==> src/rtl/icache_mem_arbiter_pkg.sv <==
// Shared types and helpers for the instruction-cache refill arbiter.
//   arb_state_t : arbiter FSM encoding (IDLE=0, ISSUE=1, RESP=2)
//   line_align  : clears the line-offset bits of a byte address
package icache_mem_arbiter_pkg;

  localparam int ADDR_W = 32;

  typedef enum logic [1:0] {
    ST_IDLE  = 2'd0,
    ST_ISSUE = 2'd1,
    ST_RESP  = 2'd2
  } arb_state_t;

  function automatic logic [ADDR_W-1:0] line_align(input logic [ADDR_W-1:0] addr,
                                                   input int off_bits);
    logic [ADDR_W-1:0] mask;
    mask = '1;
    mask = mask << off_bits;
    return addr & mask;
  endfunction

endpackage

==> src/rtl/icache_mem_arbiter_rr_pick.sv <==
// Combinational round-robin picker.
// Searches req starting at ptr+1 and wrapping around; the first set bit wins.
//   req   : request vector, N bits
//   ptr   : index of the last grant (lowest priority this round)
//   grant : index of the picked request (0 when none)
//   any   : at least one request bit set
module icache_mem_arbiter_rr_pick #(
  parameter int N = 2,
  parameter int W = 1
) (
  input  logic [N-1:0] req,
  input  logic [W-1:0] ptr,
  output logic [W-1:0] grant,
  output logic         any
);

  int idx;

  // Walk the search order backwards so the earliest candidate is the last
  // assignment and therefore the one that sticks.
  always_comb begin
    grant = '0;
    any   = 1'b0;
    idx   = 0;
    for (int i = N; i >= 1; i--) begin
      idx = int'(ptr) + i;
      if (idx >= N) idx = idx - N;
      if (req[idx[W-1:0]]) begin
        grant = idx[W-1:0];
        any   = 1'b1;
      end
    end
  end

endmodule

==> src/rtl/icache_mem_arbiter.sv <==
// Shares one wide line-refill memory port between NUM_REQ icache refill masters.
// Round-robin grant, one outstanding line fetch at a time.
//
// Handshake (both sides): valid is a level held by the master until it sees a
// one-cycle ready pulse; the data accompanying ready is valid in that same cycle.
//
// Ports:
//   clk, resetn   clock, synchronous active-low reset
//   req_valid     per-requester refill request (level)
//   req_addr      request addresses, slice r = [32*r +: 32]
//   req_ready     one-cycle pulse to the granted requester, one-hot or zero
//   req_rdata     registered line data, broadcast to all requesters
//   dn_valid      downstream request, held until dn_ready
//   dn_ready      downstream completion pulse
//   dn_addr       line-aligned downstream address
//   dn_rdata      downstream line data
//   grant_id      index of the current/last grant
//   busy          FSM not in IDLE
//   state_dbg     current FSM state
module icache_mem_arbiter
  import icache_mem_arbiter_pkg::*;
#(
  parameter int NUM_REQ    = 2,
  parameter int LINE_BYTES = 16,
  localparam int GW        = (NUM_REQ > 1) ? $clog2(NUM_REQ) : 1,
  localparam int OFF_BITS  = $clog2(LINE_BYTES)
) (
  input  logic                      clk,
  input  logic                      resetn,
  input  logic [NUM_REQ-1:0]        req_valid,
  input  logic [32*NUM_REQ-1:0]     req_addr,
  output logic [NUM_REQ-1:0]        req_ready,
  output logic [8*LINE_BYTES-1:0]   req_rdata,
  output logic                      dn_valid,
  input  logic                      dn_ready,
  output logic [31:0]               dn_addr,
  input  logic [8*LINE_BYTES-1:0]   dn_rdata,
  output logic [GW-1:0]             grant_id,
  output logic                      busy,
  output arb_state_t                state_dbg
);

  arb_state_t         state;
  logic [GW-1:0]      rr_ptr;
  logic               aborted;
  logic [GW-1:0]      pick;
  logic               pick_any;
  logic [NUM_REQ-1:0] grant_onehot;
  logic               abort_now;

  icache_mem_arbiter_rr_pick #(
    .N (NUM_REQ),
    .W (GW)
  ) u_rr_pick (
    .req   (req_valid),
    .ptr   (rr_ptr),
    .grant (pick),
    .any   (pick_any)
  );

  always_comb begin
    grant_onehot           = '0;
    grant_onehot[grant_id] = 1'b1;
  end

  // Abort is sticky across ISSUE and also covers the cycle in which dn_ready
  // arrives together with the granted requester dropping valid.
  assign abort_now = aborted | ~req_valid[grant_id];

  always_ff @(posedge clk) begin
    if (!resetn) begin
      state     <= ST_IDLE;
      req_ready <= '0;
      req_rdata <= '0;
      dn_valid  <= 1'b0;
      dn_addr   <= '0;
      grant_id  <= '0;
      rr_ptr    <= GW'(NUM_REQ - 1);
      aborted   <= 1'b0;
    end else begin
      case (state)
        ST_IDLE: begin
          req_ready <= '0;
          if (pick_any) begin
            grant_id <= pick;
            rr_ptr   <= pick;
            dn_addr  <= line_align(req_addr[32*pick +: 32], OFF_BITS);
            dn_valid <= 1'b1;
            aborted  <= 1'b0;
            state    <= ST_ISSUE;
          end
        end
        ST_ISSUE: begin
          if (dn_ready) begin
            dn_valid <= 1'b0;
            aborted  <= 1'b0;
            if (!abort_now) begin
              req_rdata <= dn_rdata;
              req_ready <= grant_onehot;
              state     <= ST_RESP;
            end else begin
              // Line is dropped; requester has already gone away.
              state <= ST_IDLE;
            end
          end else begin
            aborted <= abort_now;
          end
        end
        ST_RESP: begin
          req_ready <= '0;
          state     <= ST_IDLE;
        end
        default: begin
          req_ready <= '0;
          dn_valid  <= 1'b0;
          state     <= ST_IDLE;
        end
      endcase
    end
  end

  assign busy      = (state != ST_IDLE);
  assign state_dbg = state;

endmodule

==> config.mk <==
export PLATFORM = sky130hd
export DESIGN_NAME = icache_mem_arbiter
export DESIGN_NICKNAME = d
export VERILOG_FILES = /design/src/rtl/icache_mem_arbiter_pkg.sv /design/src/rtl/icache_mem_arbiter_rr_pick.sv /design/src/rtl/icache_mem_arbiter.sv
export SDC_FILE = /design/constraint.sdc
export NUM_CORES = 1
export LEC_CHECK = 0
export BUFFER_PORTS_ARGS = -buffer_cell sky130_fd_sc_hd__buf_2
export CELL_PAD_IN_SITES_DETAIL_PLACEMENT = 0
export CELL_PAD_IN_SITES_GLOBAL_PLACEMENT = 2
export CORE_ASPECT_RATIO = 0.7
export CORE_MARGIN = 2
export CORE_UTILIZATION = 26
export CTS_CLUSTER_SIZE = 8
export DETAILED_ROUTE_END_ITERATION = 6
export HOLD_SLACK_MARGIN = 0.12
export PLACE_DENSITY_LB_ADDON = 0.1
export SLEW_MARGIN = 0
export SYNTH_ARGS = -nofsm -noshare
export SYNTH_HDL_FRONTEND = slang
export SYNTH_SLANG_ARGS = --single-unit
==> constraint.sdc <==
create_clock -name clk -period 4.3 [get_ports clk]
set_clock_uncertainty 0.15 [all_clocks]
set_input_delay 0 -clock clk [delete_from_list [all_inputs] [get_ports clk]]
set_output_delay 0 -clock clk [all_outputs]
set_load 0.01 [all_outputs]
==> flow_summary_export.csv, run 1 <==
group,metric,value,unit
run_status,outcome,"did not finish",
run_status,failing_step,"4_1_cts",
run_status,firstError,"[ERROR RSZ-0060] Max buffer count reached.",
clock_tree,numCtsBuffers,17,
floorplanning,design.portCount,364,
synth,synth_cell_types,30,
synth,synth.area.mux_share,18.9,%
synth,synth_compound_gate_area_share,7.08,%
synth,ys_seq_elements,164,
clock_tree,cts_post_setup_buffers_inserted,0,
synth,netlist_area,6840,µm²
place,dp_hpwl,15000,µm
place,port_buffers,351,
clock_tree,postCtsResizedCells,0,
synth,ys_seq_area_share,48.0,%
synth,yosys.area_share.adder,0,%
clock_tree,cts_max_path_buffers,2,
place,weighted_congestion_reported_at_the_end_of_routability_driven_placement,0.726,
synth,yosysWarnings,0,
synth,synthSimpleGateAreaFrac,18.5,%
clock_tree,h-tree-depth,4,
floorplanning,floorplan.die.height,140,µm
floorplanning,rows,49,
clock_tree,clock-sinks,164,
floorplanning,die_w,198,µm
synth,yosys.area_share.xor_xnor,0,%
clock_tree,cts-root-buf,"sky130_fd_sc_hd__clkbuf_16",
clock_tree,postCtsHoldBufs,285,
floorplanning,initial_utilization,26.6,%
synth,dominant_combinational_cell_family_by_area_after_synthesis,"multiplexers",
synth,synthesized_instance_count,761,
synth,average_cell_area_after_synthesis,8.99,µm²
-- through the flow --
| stage | worst slack, ps | area, µm² | hold WS [ps] | cells |
|---|---|---|---|---|
| global placement | 2000 | 8610 | 103 | 1387 |
| floorplan | 2730 | 6850 | -7.88 | 764 |
| detailed placement | 1990 | 8610 | 104 | 1387 |
-- cells in the mapped netlist (all sizes together) --
cell type	instances	area, µm²
a311oi	28	245
nand3	2	10.0
nand2	312	1170
or2	1	6.26
o211ai	1	7.51
o21ai	5	25.0
o21a	1	7.51
a21boi	3	22.5
nor2	5	18.8
nand4b	1	8.76
conb	1	3.75
or3	1	6.26
nor3b	1	7.51
clkbuf	35	131
a21bo	1	10.0
nor3	1	16.3
buf	30	364
o22ai	1	6.26
inv	4	15.0
nor4	1	6.26
nand2b	2	12.5
a21oi	30	150
mux2i	129	1290
dfxtp	164	3280
a32o	1	10.0
-- cell families after synthesis --
| family | count (synthesis) |
|---|---|
| multiplexers | 129 |
| flip-flops | 164 |
| buffers and inverters | 69 |
| AO/OA/AOI/OAI | 71 |
| AND/OR/NAND/NOR | 327 |
| other | 1 |
==> run 2: changes to the inputs <==
--- a/config.mk
+++ b/config.mk
@@ -6,15 +6,10 @@
 export NUM_CORES = 1
 export LEC_CHECK = 0
 export BUFFER_PORTS_ARGS = -buffer_cell sky130_fd_sc_hd__buf_2
-export CELL_PAD_IN_SITES_DETAIL_PLACEMENT = 0
-export CELL_PAD_IN_SITES_GLOBAL_PLACEMENT = 2
-export CORE_ASPECT_RATIO = 0.7
 export CORE_MARGIN = 2
-export CORE_UTILIZATION = 26
-export CTS_CLUSTER_SIZE = 8
+export CORE_UTILIZATION = 25
 export DETAILED_ROUTE_END_ITERATION = 6
-export HOLD_SLACK_MARGIN = 0.12
-export PLACE_DENSITY_LB_ADDON = 0.1
+export PLACE_DENSITY_LB_ADDON = 0.15
 export SLEW_MARGIN = 0
 export SYNTH_ARGS = -nofsm -noshare
 export SYNTH_HDL_FRONTEND = slang
==> flow_summary_export.csv, run 2 <==
group,metric,value,unit
setup_path,timing.critical_path.slowest_cell_delay,790,ps
clock_tree,h-tree-depth,4,
setup_path,slowest_stage,"sky130_fd_sc_hd__nor2_2",
place,place_inst,1397,
sta,fmaxAchievable,324,MHz
setup_path,start_kind,"register",
setup_path,worstPathBufferInverterCount,4,
detailed_routing,ant_nets,0,
sta,max_slew_margin,24.3,%
final_layout,regMostFlops,"req_rdata",
final_layout,mostFrequentLayoutCells,"350 x sky130_fd_sc_hd__buf_2, 312 x sky130_fd_sc_hd__nand2_1, 245 x sky130_fd_sc_hd__dlygate4sd3_1",
power_and_ir_drop,power_density,337,nW/µm²
synth,ys_async_sr_fraction,0,%
synth,synth-edff-count,0,
setup_path,worst_setup_path_end_kind,"register",
sta,tightestPinTransition,1130,ps
clock_tree,cts_tree,"yes",
final_layout,antenna-diode-count,0,
setup_path,worst_ep_required_time,4460,ps
setup_path,critical_path.max_fanout,30,
synth,synthesized_instance_count,761,
floorplanning,floorplan.die.height,169,µm
global_route,number_of_global_route_vias_before_repair,7284,
clock_tree,clock-sinks,164,
synth,average_cell_area_after_synthesis,8.99,µm²
global_route,overflow_after_grt,0,
final_layout,largest_reg_flops,128,
synth,ys_top_cells_by_area,"sky130_fd_sc_hd__dfxtp_1 48%, sky130_fd_sc_hd__mux2i_1 19%, sky130_fd_sc_hd__nand2_1 17%",
synth,most_frequent_cell_after_synthesis,"sky130_fd_sc_hd__nand2_1",
sta,setup_viol_count_final,0,
clock_tree,numCtsBuffers,17,
setup_path,path_class,"register to register",
setup_path,timing.rr.start,"state_dbg[1]$_SDFFE_PN0P_",
detailed_routing,drt_drc_violations_left,0,
detailed_routing,avgViaCountPerCell,4.29,
final_layout,final_cell_count_no_fill,1674,
global_route,antenna_violations_before_repair,0,
sta,fin_hold_viols,0,
final_layout,most_common_cell_after_layout_fill_and_taps_aside,"sky130_fd_sc_hd__buf_2",
place,dp_hpwl,14200,µm
global_route,global_route_wire_length_before_repair,36300,µm
global_route,grt_max_degree,205,
setup_path,critPathArrivalTime,3250,ps
clock_tree,clock_latency,420,ps
sta,final.period_utilization,71.9,%
worst_hold_path,hold_start,"dn_rdata[35]",
detailed_routing,dr.pass1.iters,7,
power_and_ir_drop,leakage_power,5.36,nW
clock_tree,clk_slew_on_worst_s_h_paths,70,ps
sta,min_period,3090,ps
synth,ys_seq_area_share,48.0,%
sta,whs,218,ps
job,cap_viol_max_count,0,
floorplanning,placeableCoreArea,26900,µm²
floorplanning,initial_utilization,25.5,%
synth,yosysWarnings,0,
run_status,outcome,"finished, final reports clean",
synth,yosys-top-cells-count,"312 x sky130_fd_sc_hd__nand2_1, 164 x sky130_fd_sc_hd__dfxtp_1, 128 x sky130_fd_sc_hd__mux2i_1, 35 x sky130_fd_sc_hd__clkbuf_1, 30 x sky130_fd_sc_hd__a21oi_1",
synth,share_of_yosys_cell_area_claimed_by_the_top_area_cell_type,48.0,%
floorplanning,design.portCount,364,
synth,ys_seq_elements,164,
place,weighted_congestion_reported_at_the_end_of_routability_driven_placement,0.744,
clock_tree,cts_max_path_buffers,2,
setup_path,cp-startpoint,"state_dbg[1]$_SDFFE_PN0P_",
detailed_routing,routed_wl,22900,µm
floorplanning,dieArea,28700,µm²
clock_tree,postCtsResizedCells,0,
synth,leading_register_cell_type_out_of_synthesis,"sky130_fd_sc_hd__dfxtp_1",
global_route,globalRouteTotalUtil,15.6,%
power_and_ir_drop,irDropWorstVdd,0.216,mV
synth,synth_area_leader_cell,"sky130_fd_sc_hd__dfxtp_1",
detailed_routing,route.detailed.wl_per_inst,13.7,µm
setup_path,timing.critical_path.max_delay_family,"buffers and inverters",
floorplanning,rows,60,
final_layout,top_regs,"req_rdata x128, dn_addr x28",
detailed_routing,dr_total_vias,7174,
worst_hold_path,hp_class,"primary input to register",
setup_path,crit_chain,"nor2_2 -> buf_4 -> inv_1 -> nor2_2 -> buf_4 -> a311oi_1 -> dlygate4sd3_1",
place,port_buffers,351,
sta,count_of_final_max_slew_check_failures,0,
sta,setup-tns-final,0,ps
clock_tree,cts-root-buf,"sky130_fd_sc_hd__clkbuf_16",
final_layout,layout.nets,1517,
final_layout,layout-area-overhead-vs-synth,71.0,%
final_layout,final_layout_size_suffix_gt1_share,29.6,%
floorplanning,die_w,169,µm
synth,synth_cell_types,30,
detailed_routing,drt_iter0_drc,311,
sta,grt_setup_unrepaired,"false",
synth,netlist_area,6840,µm²
-- run 2: final timing paths --
check	endpoint	slack, ps	cells past startpoint
hold / removal	req_rdata[35]$_SDFFE_PN0P_	220	4
hold reg to reg	req_rdata[80]$_SDFFE_PN0P_	300	2
setup reg to reg	dn_addr[20]$_SDFFE_PN0P_	1210	7
setup / recovery	dn_addr[20]$_SDFFE_PN0P_	1210	7
-- run 2: worst register-to-register path: cells and delay by family (launching register included) --
family	cells	cell delay, ps
AOI/OAI and AO/OA	1	110
buffers and inverters	4	1470
DFF	1	360
and+or+nand+nor	2	900
-- run 2: through the flow --
stage	total power, mW	util, %	worst slack [ps]	area, µm²
3_3_place_gp	2.15	32.1	1810	8620
3_5_place_dp	2.15	32.1	1800	8620
2_1_floorplan	1.95	-	2730	6850
5_1_grt	4.14	43.5	1010	11700
6_report	3.94	43.5	1210	11700
4_1_cts	4.00	43.5	1240	11700
-- run 2: layer usage --
layer | GRT usage (%) | wire length, µm
met1 | 18.2 | 9800
met2 | 27.6 | 11100
met4 | 3.98 | 295
met5 | 0 | 0
met3 | 4.94 | 1650
-- run 2: repair_timing --
action,4_1_cts,5_1_grt
endpoints found under the hold margin,164,0
hold buffers,245,0
setup buffers,0,0
-- run 2: kinds of logic (layout without fill, tap and decap cells) --
logic type / Yosys count / count (layout) / synth area share, %
AOI/OAI and AO/OA: 71 / 71 / 7.08
buffers and inverters: 69 / 638 / 7.46
DFF: 164 / 164 / 48.0
muxes: 129 / 129 / 18.9
other: 1 / 4 / 0.0548
and+or+nand+nor: 327 / 327 / 18.5
-- run 2: layout make-up --
| type | count | area, µm² |
|---|---|---|
| clock buffers | 18 | 429 |
| clock inverters | 14 | 189 |
| fillers | 2681 | 15200 |
| inverters | 4 | 15.0 |
| multi-input cells | 531 | 3070 |
| flip-flops and latches | 164 | 3280 |
| well taps | 341 | 427 |
| repair buffers | 602 | 4290 |
-- run 2: power by group --
group,switching [mW],total [mW],internal [mW],leakage (nW)
clock network,0.702,1.64,0.938,0.302
registers,0.0386,1.63,1.59,1.33
logic,0.306,0.669,0.363,3.73
No activity file was read; power rests on OpenSTA's default activity.
==> run 3: changes to the inputs <==
--- a/config.mk
+++ b/config.mk
@@ -5,6 +5,7 @@
 export SDC_FILE = /design/constraint.sdc
 export NUM_CORES = 1
 export LEC_CHECK = 0
+export ABC_AREA = 1
 export BUFFER_PORTS_ARGS = -buffer_cell sky130_fd_sc_hd__buf_2
 export CORE_MARGIN = 2
 export CORE_UTILIZATION = 25
==> constraint.sdc (replaced) <==
create_clock -name clk -period 3.2 [get_ports clk]
set_clock_uncertainty 0.15 [all_clocks]
set_input_delay 0 -clock clk [delete_from_list [all_inputs] [get_ports clk]]
set_output_delay 0 -clock clk [all_outputs]
set_load 0.01 [all_outputs]
==> flow_summary_export.csv, run 3 <==
group,metric,value,unit
run_status,outcome,"finished, final reports clean",
synth,average_cell_area_after_synthesis,6.36,µm²
sta,timing.final.ws_setup,239,ps
synth,ys_seq_area_share,47.9,%
synth,most_frequent_cell_after_synthesis,"sky130_fd_sc_hd__nand2_1",
synth,leading_register_cell_type_out_of_synthesis,"sky130_fd_sc_hd__dfxtp_1",
global_route,grt_max_degree,77,
place,weighted_congestion_reported_at_the_end_of_routability_driven_placement,0.755,
floorplanning,floorplan.die.height,170,µm
setup_path,worst_ep_required_time,3420,ps
job,cap_viol_max_count,0,
detailed_routing,drt_iter0_drc,362,
power_and_ir_drop,irDropWorstVdd,0.226,mV
sta,grt_setup_unrepaired,"false",
setup_path,worst_setup_path_end_kind,"register",
detailed_routing,dr_total_vias,7770,
detailed_routing,dr.pass1.iters,4,
synth,synth-edff-count,0,
final_layout,antenna-diode-count,0,
final_layout,layout-area-overhead-vs-synth,70.3,%
clock_tree,clk_slew_on_worst_s_h_paths,70,ps
detailed_routing,route.detailed.wl_per_inst,11.5,µm
sta,setup_viol_count_final,0,
place,post-place-ws,816,ps
setup_path,critPathArrivalTime,3180,ps
detailed_routing,ant_nets,0,
setup_path,path_common_cell,"sky130_fd_sc_hd__nand2_1",
synth,synthesized_instance_count,1079,
sta,max_slew_margin,39.5,%
detailed_routing,routed_wl,22700,µm
clock_tree,cts_post_setup_buffers_inserted,0,
detailed_routing,drt_drc_violations_left,0,
power_and_ir_drop,leakage_power,6.66,nW
setup_path,critical_path.max_fanout,29,
sta,tightestPinTransition,906,ps
sta,fin_hold_viols,0,
detailed_routing,avgViaCountPerCell,3.93,
clock_tree,cts_tree,"yes",
setup_path,crit_chain,"nand2_1 -> nand2_1 -> buf_4 -> inv_1 -> nand2_1 -> nand2_1 -> dlygate4sd3_1 -> nor2_1 -> nor2_1 -> dlygate4sd3_1",
setup_path,timing.critical_path.slowest_cell_delay,660,ps
floorplanning,die_w,170,µm
global_route,overflow_after_grt,0,
final_layout,final_layout_size_suffix_gt1_share,24.3,%
power_and_ir_drop,power_density,457,nW/µm²
global_route,global_route_wire_length_before_repair,36500,µm
sta,final.period_utilization,92.5,%
final_layout,top_regs,"req_rdata x128, dn_addr x28",
final_layout,most_common_cell_after_layout_fill_and_taps_aside,"sky130_fd_sc_hd__nand2_1",
final_layout,multi_input_area,2780,µm²
place,dp_hpwl,15000,µm
floorplanning,placeableCoreArea,27000,µm²
setup_path,start_kind,"register",
clock_tree,clock-sinks,164,
final_layout,regMostFlops,"req_rdata",
clock_tree,numCtsBuffers,17,
setup_path,path_class,"register to register",
clock_tree,postCtsResizedCells,0,
place,port_buffers,351,
synth,synth_cell_types,19,
floorplanning,rows,60,
floorplanning,design.portCount,364,
sta,fmaxAchievable,338,MHz
final_layout,layout.nets,1818,
global_route,globalRouteTotalUtil,15.7,%
synth,yosys-top-cells-count,"354 x sky130_fd_sc_hd__nand2_1, 314 x sky130_fd_sc_hd__nor2_1, 164 x sky130_fd_sc_hd__dfxtp_1, 138 x sky130_fd_sc_hd__inv_1, 30 x sky130_fd_sc_hd__buf_2",
final_layout,final-seq-area,3280,µm²
clock_tree,cts-root-buf,"sky130_fd_sc_hd__clkbuf_16",
synth,netlist_area,6860,µm²
worst_hold_path,hp_class,"primary input to register",
synth,synth_area_leader_cell,"sky130_fd_sc_hd__dfxtp_1",
synth,yosysWarnings,0,
synth,ys_seq_elements,164,
global_route,number_of_global_route_vias_before_repair,7701,
global_route,antenna_violations_before_repair,0,
synth,share_of_yosys_cell_area_claimed_by_the_top_area_cell_type,47.9,%
sta,setup-tns-final,0,ps
setup_path,slowest_stage,"sky130_fd_sc_hd__inv_1",
final_layout,mostFrequentLayoutCells,"354 x sky130_fd_sc_hd__nand2_1, 350 x sky130_fd_sc_hd__buf_2, 314 x sky130_fd_sc_hd__nor2_1",
final_layout,number_of_inserted_filler_cells_in_the_final_layout,2841,
final_layout,largest_reg_flops,128,
floorplanning,dieArea,28800,µm²
clock_tree,cts_max_path_buffers,2,
sta,min_period,2960,ps
clock_tree,h-tree-depth,4,
synth,ys_async_sr_fraction,0,%
floorplanning,initial_utilization,25.5,%
synth,ys_top_cells_by_area,"sky130_fd_sc_hd__dfxtp_1 48%, sky130_fd_sc_hd__nand2_1 19%, sky130_fd_sc_hd__nor2_1 17%",
sta,count_of_final_max_slew_check_failures,0,
clock_tree,clock_latency,410,ps
## run 3: metrics by stage
stage	hold WS [ps]	total power, mW	instance area (µm²)	util, %	instances
after detailed placement	77.2	3.05	8890	33.0	1723
after CTS	159	5.43	11700	43.3	1975
after floorplan	-15.1	2.71	6870	-	1082
after global placement	71.2	3.04	8890	33.0	1723
final	183	5.34	11700	43.3	1975
after global routing	183	5.64	11700	43.3	1975
## run 3: metal layers
metal | vias to the layer above | wire (µm) | track usage (%)
met5 | - | 0 | 0
met4 | 0 | 537 | 6.35
met3 | 29 | 1350 | 3.92
met2 | 201 | 11300 | 28.9
met1 | 3353 | 9440 | 17.1
li1 | 4187 | - | -
## run 3: final cells by class
type	count	area share, %
clock buffers	20	3.82
clock inverters	12	1.25
inverters	140	4.50
multi-input cells	717	23.8
flip-flops and latches	164	28.1
well taps	341	3.65
repair buffers	581	34.9
## run 3: power breakdown
group	switching [mW]	total (mW)	leakage, nW	internal, mW
Combinational	0.497	1.01	5.04	0.517
Sequential	0.0620	2.24	1.34	2.17
Clock	0.898	2.09	0.279	1.19
## run 3: path summary, 6_finish.rpt
kind / from / cells past startpoint / slack [ps] / end
worst min register to register: req_ready[0]$_SDFFE_PN0P_ / 2 / 300 / req_ready[0]$_SDFFE_PN0P_
worst min-delay path: dn_rdata[82] / 4 / 180 / req_rdata[82]$_SDFFE_PN0P_
worst max register to register: rr_ptr$_SDFFE_PN1P_ / 10 / 240 / dn_addr[16]$_SDFFE_PN0P_
worst max-delay path: rr_ptr$_SDFFE_PN1P_ / 10 / 240 / dn_addr[16]$_SDFFE_PN0P_
## run 3: cells by family (layout without fill, tap and decap cells)
logic type	Yosys count	after routing	synth area share [%]
AOI/OAI and AO/OA	35	35	2.64
buffers and inverters	201	753	11.9
DFF	164	164	47.9
other	1	4	0.0547
and+or+nand+nor	678	678	37.5
## run 3: what timing repair did
item,CTS,global route
hold buffers,220,0
endpoints found under the setup margin,0,0
endpoints found under the hold margin,162,0
## run 3: critical path, delay by kind of cell, from the launching register on
kind          cells  cell delay [ps]
buf+inv           4             2000
flops             1              310
simple gates      6              450
==> run 4: changes to the inputs <==
--- a/config.mk
+++ b/config.mk
@@ -7,6 +7,9 @@
 export LEC_CHECK = 0
 export ABC_AREA = 1
 export BUFFER_PORTS_ARGS = -buffer_cell sky130_fd_sc_hd__buf_2
+export CELL_PAD_IN_SITES_DETAIL_PLACEMENT = 0
+export CELL_PAD_IN_SITES_GLOBAL_PLACEMENT = 1
+export CORE_ASPECT_RATIO = 2
 export CORE_MARGIN = 2
 export CORE_UTILIZATION = 25
 export DETAILED_ROUTE_END_ITERATION = 6
==> flow_summary_export.csv, run 4 (synthesized netlist as in run 3, its figures left out) <==
group,metric,value,unit
sta,grt_setup_unrepaired,"false",
detailed_routing,drt_drc_violations_left,0,
power_and_ir_drop,combPwrFrac,18.1,%
setup_path,r2r_end,"dn_addr[23]$_SDFFE_PN0P_",
setup_path,worst_setup_slack_for_register_to_register_paths,450,ps
detailed_routing,avgViaCountPerCell,3.94,
detailed_routing,drt_iter0_drc,301,
setup_path,timing.rr.start,"rr_ptr$_SDFFE_PN1P_",
floorplanning,die_w,121,µm
worst_hold_path,worst_hold_path.endpoint,"req_rdata[65]$_SDFFE_PN0P_",
final_layout,final_layout_size_suffix_gt1_share,24.1,%
setup_path,worst_ep_required_time,3430,ps
power_and_ir_drop,power_density,474,nW/µm²
sta,tightestPinTransition,890,ps
global_route,antenna_violations_before_repair,0,
worst_hold_path,hp_class,"primary input to register",
clock_tree,cts_post_setup_buffers_inserted,0,
detailed_routing,dr_total_vias,7819,
floorplanning,floorplan.die.height,238,µm
sta,timing.final.ws_setup,450,ps
sta,whs,165,ps
worst_hold_path,hold_start,"dn_rdata[65]",
detailed_routing,ant_nets,0,
job,cap_viol_max_count,0,
final_layout,number_of_inserted_filler_cells_in_the_final_layout,2896,
detailed_routing,routed_wl,23900,µm
final_layout,regMostFlops,"req_rdata",
final_layout,most_common_cell_after_layout_fill_and_taps_aside,"sky130_fd_sc_hd__nand2_1",
final_layout,top_regs,"req_rdata x128, dn_addr x28",
clock_tree,h-tree-depth,4,
setup_path,path_class,"register to register",
final_layout,layout-area-overhead-vs-synth,72.0,%
floorplanning,rows,85,
sta,count_of_final_max_slew_check_failures,0,
global_route,number_of_global_route_vias_before_repair,7545,
power_and_ir_drop,sw_share,25.8,%
place,weighted_congestion_reported_at_the_end_of_routability_driven_placement,0.780,
floorplanning,dieArea,28900,µm²
power_and_ir_drop,net-switching-power,1.44,mW
floorplanning,placeableCoreArea,26900,µm²
floorplanning,design.portCount,364,
sta,fmaxAchievable,364,MHz
setup_path,ff_to_ff_path_depth,9,
setup_path,worst_setup_path_end_kind,"register",
clock_tree,numCtsBuffers,17,
clock_tree,cts_tree,"yes",
setup_path,critical_path.max_fanout,29,
power_and_ir_drop,irDropWorstVdd,0.322,mV
place,port_buffers,351,
sta,max_slew_margin,40.6,%
final_layout,antenna-diode-count,0,
final_layout,layout.nets,1822,
run_status,outcome,"finished, final reports clean",
clock_tree,clock-sinks,164,
global_route,globalRouteTotalUtil,16.3,%
worst_hold_path,hold-path-cell-count,4,
power_and_ir_drop,p_int,4.15,mW
clock_tree,cts_max_path_buffers,2,
final_layout,final_cell_count_no_fill,1985,
place,place_inst,1728,
detailed_routing,route.detailed.wl_per_inst,12.1,µm
place,dp_hpwl,16300,µm
place,post-place-ws,1290,ps
sta,final.period_utilization,85.9,%
clock_tree,cts-root-buf,"sky130_fd_sc_hd__clkbuf_16",
floorplanning,initial_utilization,25.5,%
final_layout,largest_reg_flops,128,
sta,setup-tns-final,0,ps
power_and_ir_drop,leakage_power,6.74,nW
final_layout,mostFrequentLayoutCells,"354 x sky130_fd_sc_hd__nand2_1, 350 x sky130_fd_sc_hd__buf_2, 314 x sky130_fd_sc_hd__nor2_1",
setup_path,critPathArrivalTime,2980,ps
sta,min_period,2750,ps
clock_tree,clk_slew_on_worst_s_h_paths,70,ps
global_route,overflow_after_grt,0,
global_route,global_route_wire_length_before_repair,36800,µm
clock_tree,clock_latency,440,ps
setup_path,start_kind,"register",
sta,setup_viol_count_final,0,
power_and_ir_drop,clock_power_share,41.9,%
global_route,grt_max_degree,106,
detailed_routing,dr.pass1.iters,4,
sta,fin_hold_viols,0,
power_and_ir_drop,seq_power_share,40.0,%
==> run 4: changes by cell type in the layout (fill, tap and decap cells not counted), sizes merged <==
cell         previous run  this run
bufinv                  2         6
dlygate4sd3           220       226
clkinvlp                3         0
inv                   143       141
clkbuf                 20        18
buf                   361       359
clkinv                  4         6
==> run 4: how the worst max path moves through the flow <==
stage	from	end	slack, ps	cells after the start
finish	rr_ptr$_SDFFE_PN1P_	dn_addr[23]$_SDFFE_PN0P_	450	9
global route	rr_ptr$_SDFFE_PN1P_	dn_addr[22]$_SDFFE_PN0P_	170	9
CTS	rr_ptr$_SDFFE_PN1P_	dn_addr[25]$_SDFFE_PN0P_	460	9
detailed placement	grant_id$_SDFFE_PN0P_	req_rdata[85]$_SDFFE_PN0P_	1290	6
global placement	grant_id$_SDFFE_PN0P_	req_rdata[85]$_SDFFE_PN0P_	1290	6
floorplan	grant_id$_SDFFE_PN0P_	req_rdata[39]$_SDFFE_PN0P_	1750	9
==> run 4: layer usage <==
metal / global-route usage [%] / up-vias / share of wire, %
met5: 0 / - / 0
met3: 5.40 / 33 / 6.7
li1: - / 4192 / -
met4: 6.76 / 0 / 2.7
met2: 30.7 / 239 / 53
met1: 15.9 / 3355 / 38
==> run 4: final cells by class <==
type,count,area [µm²],area share (%)
timing repair buffer,585,4120,34.9
sequential,164,3280,27.8
multi-input combinational,717,2780,23.5
inverter,140,526,4.45
tap,348,435,3.69
clock buffer,18,429,3.64
clock inverter,13,230,1.95
==> run 4: metrics by stage <==
step	util [%]	instance area [µm²]	total power, mW
floorplan	-	6870	2.71
global placement	33.0	8880	3.04
detailed placement	33.0	8880	3.05
CTS	43.9	11800	5.69
global route	43.9	11800	5.90
finish	43.9	11800	5.59
==> run 4: worst max-delay path, stage by stage, from the launching register on <==
cell	delay [ps]
sky130_fd_sc_hd__dfxtp_1	320
sky130_fd_sc_hd__nand2_1	60
sky130_fd_sc_hd__nand2_1	60
sky130_fd_sc_hd__inv_1	640
sky130_fd_sc_hd__nand2_1	110
sky130_fd_sc_hd__nand2_1	80
sky130_fd_sc_hd__dlygate4sd3_1	540
sky130_fd_sc_hd__nor2_1	40
sky130_fd_sc_hd__nor2_1	120
sky130_fd_sc_hd__dlygate4sd3_1	560
==> run 4: power groups by stage <==
stage          Combinational (mW)  Sequential [mW]  Clock, mW
2_1_floorplan               0.359             2.35          0
6_report                     1.01             2.24       2.34
5_1_grt                      1.13             2.25       2.51
3_3_place_gp                0.765             2.28          0
4_1_cts                      1.02             2.24       2.44
3_5_place_dp                0.764             2.28          0
==> run 4: what timing repair did <==
item,CTS,global route
hold buffers,226,0
gates resized for setup,0,0
hold endpoints to repair,164,0
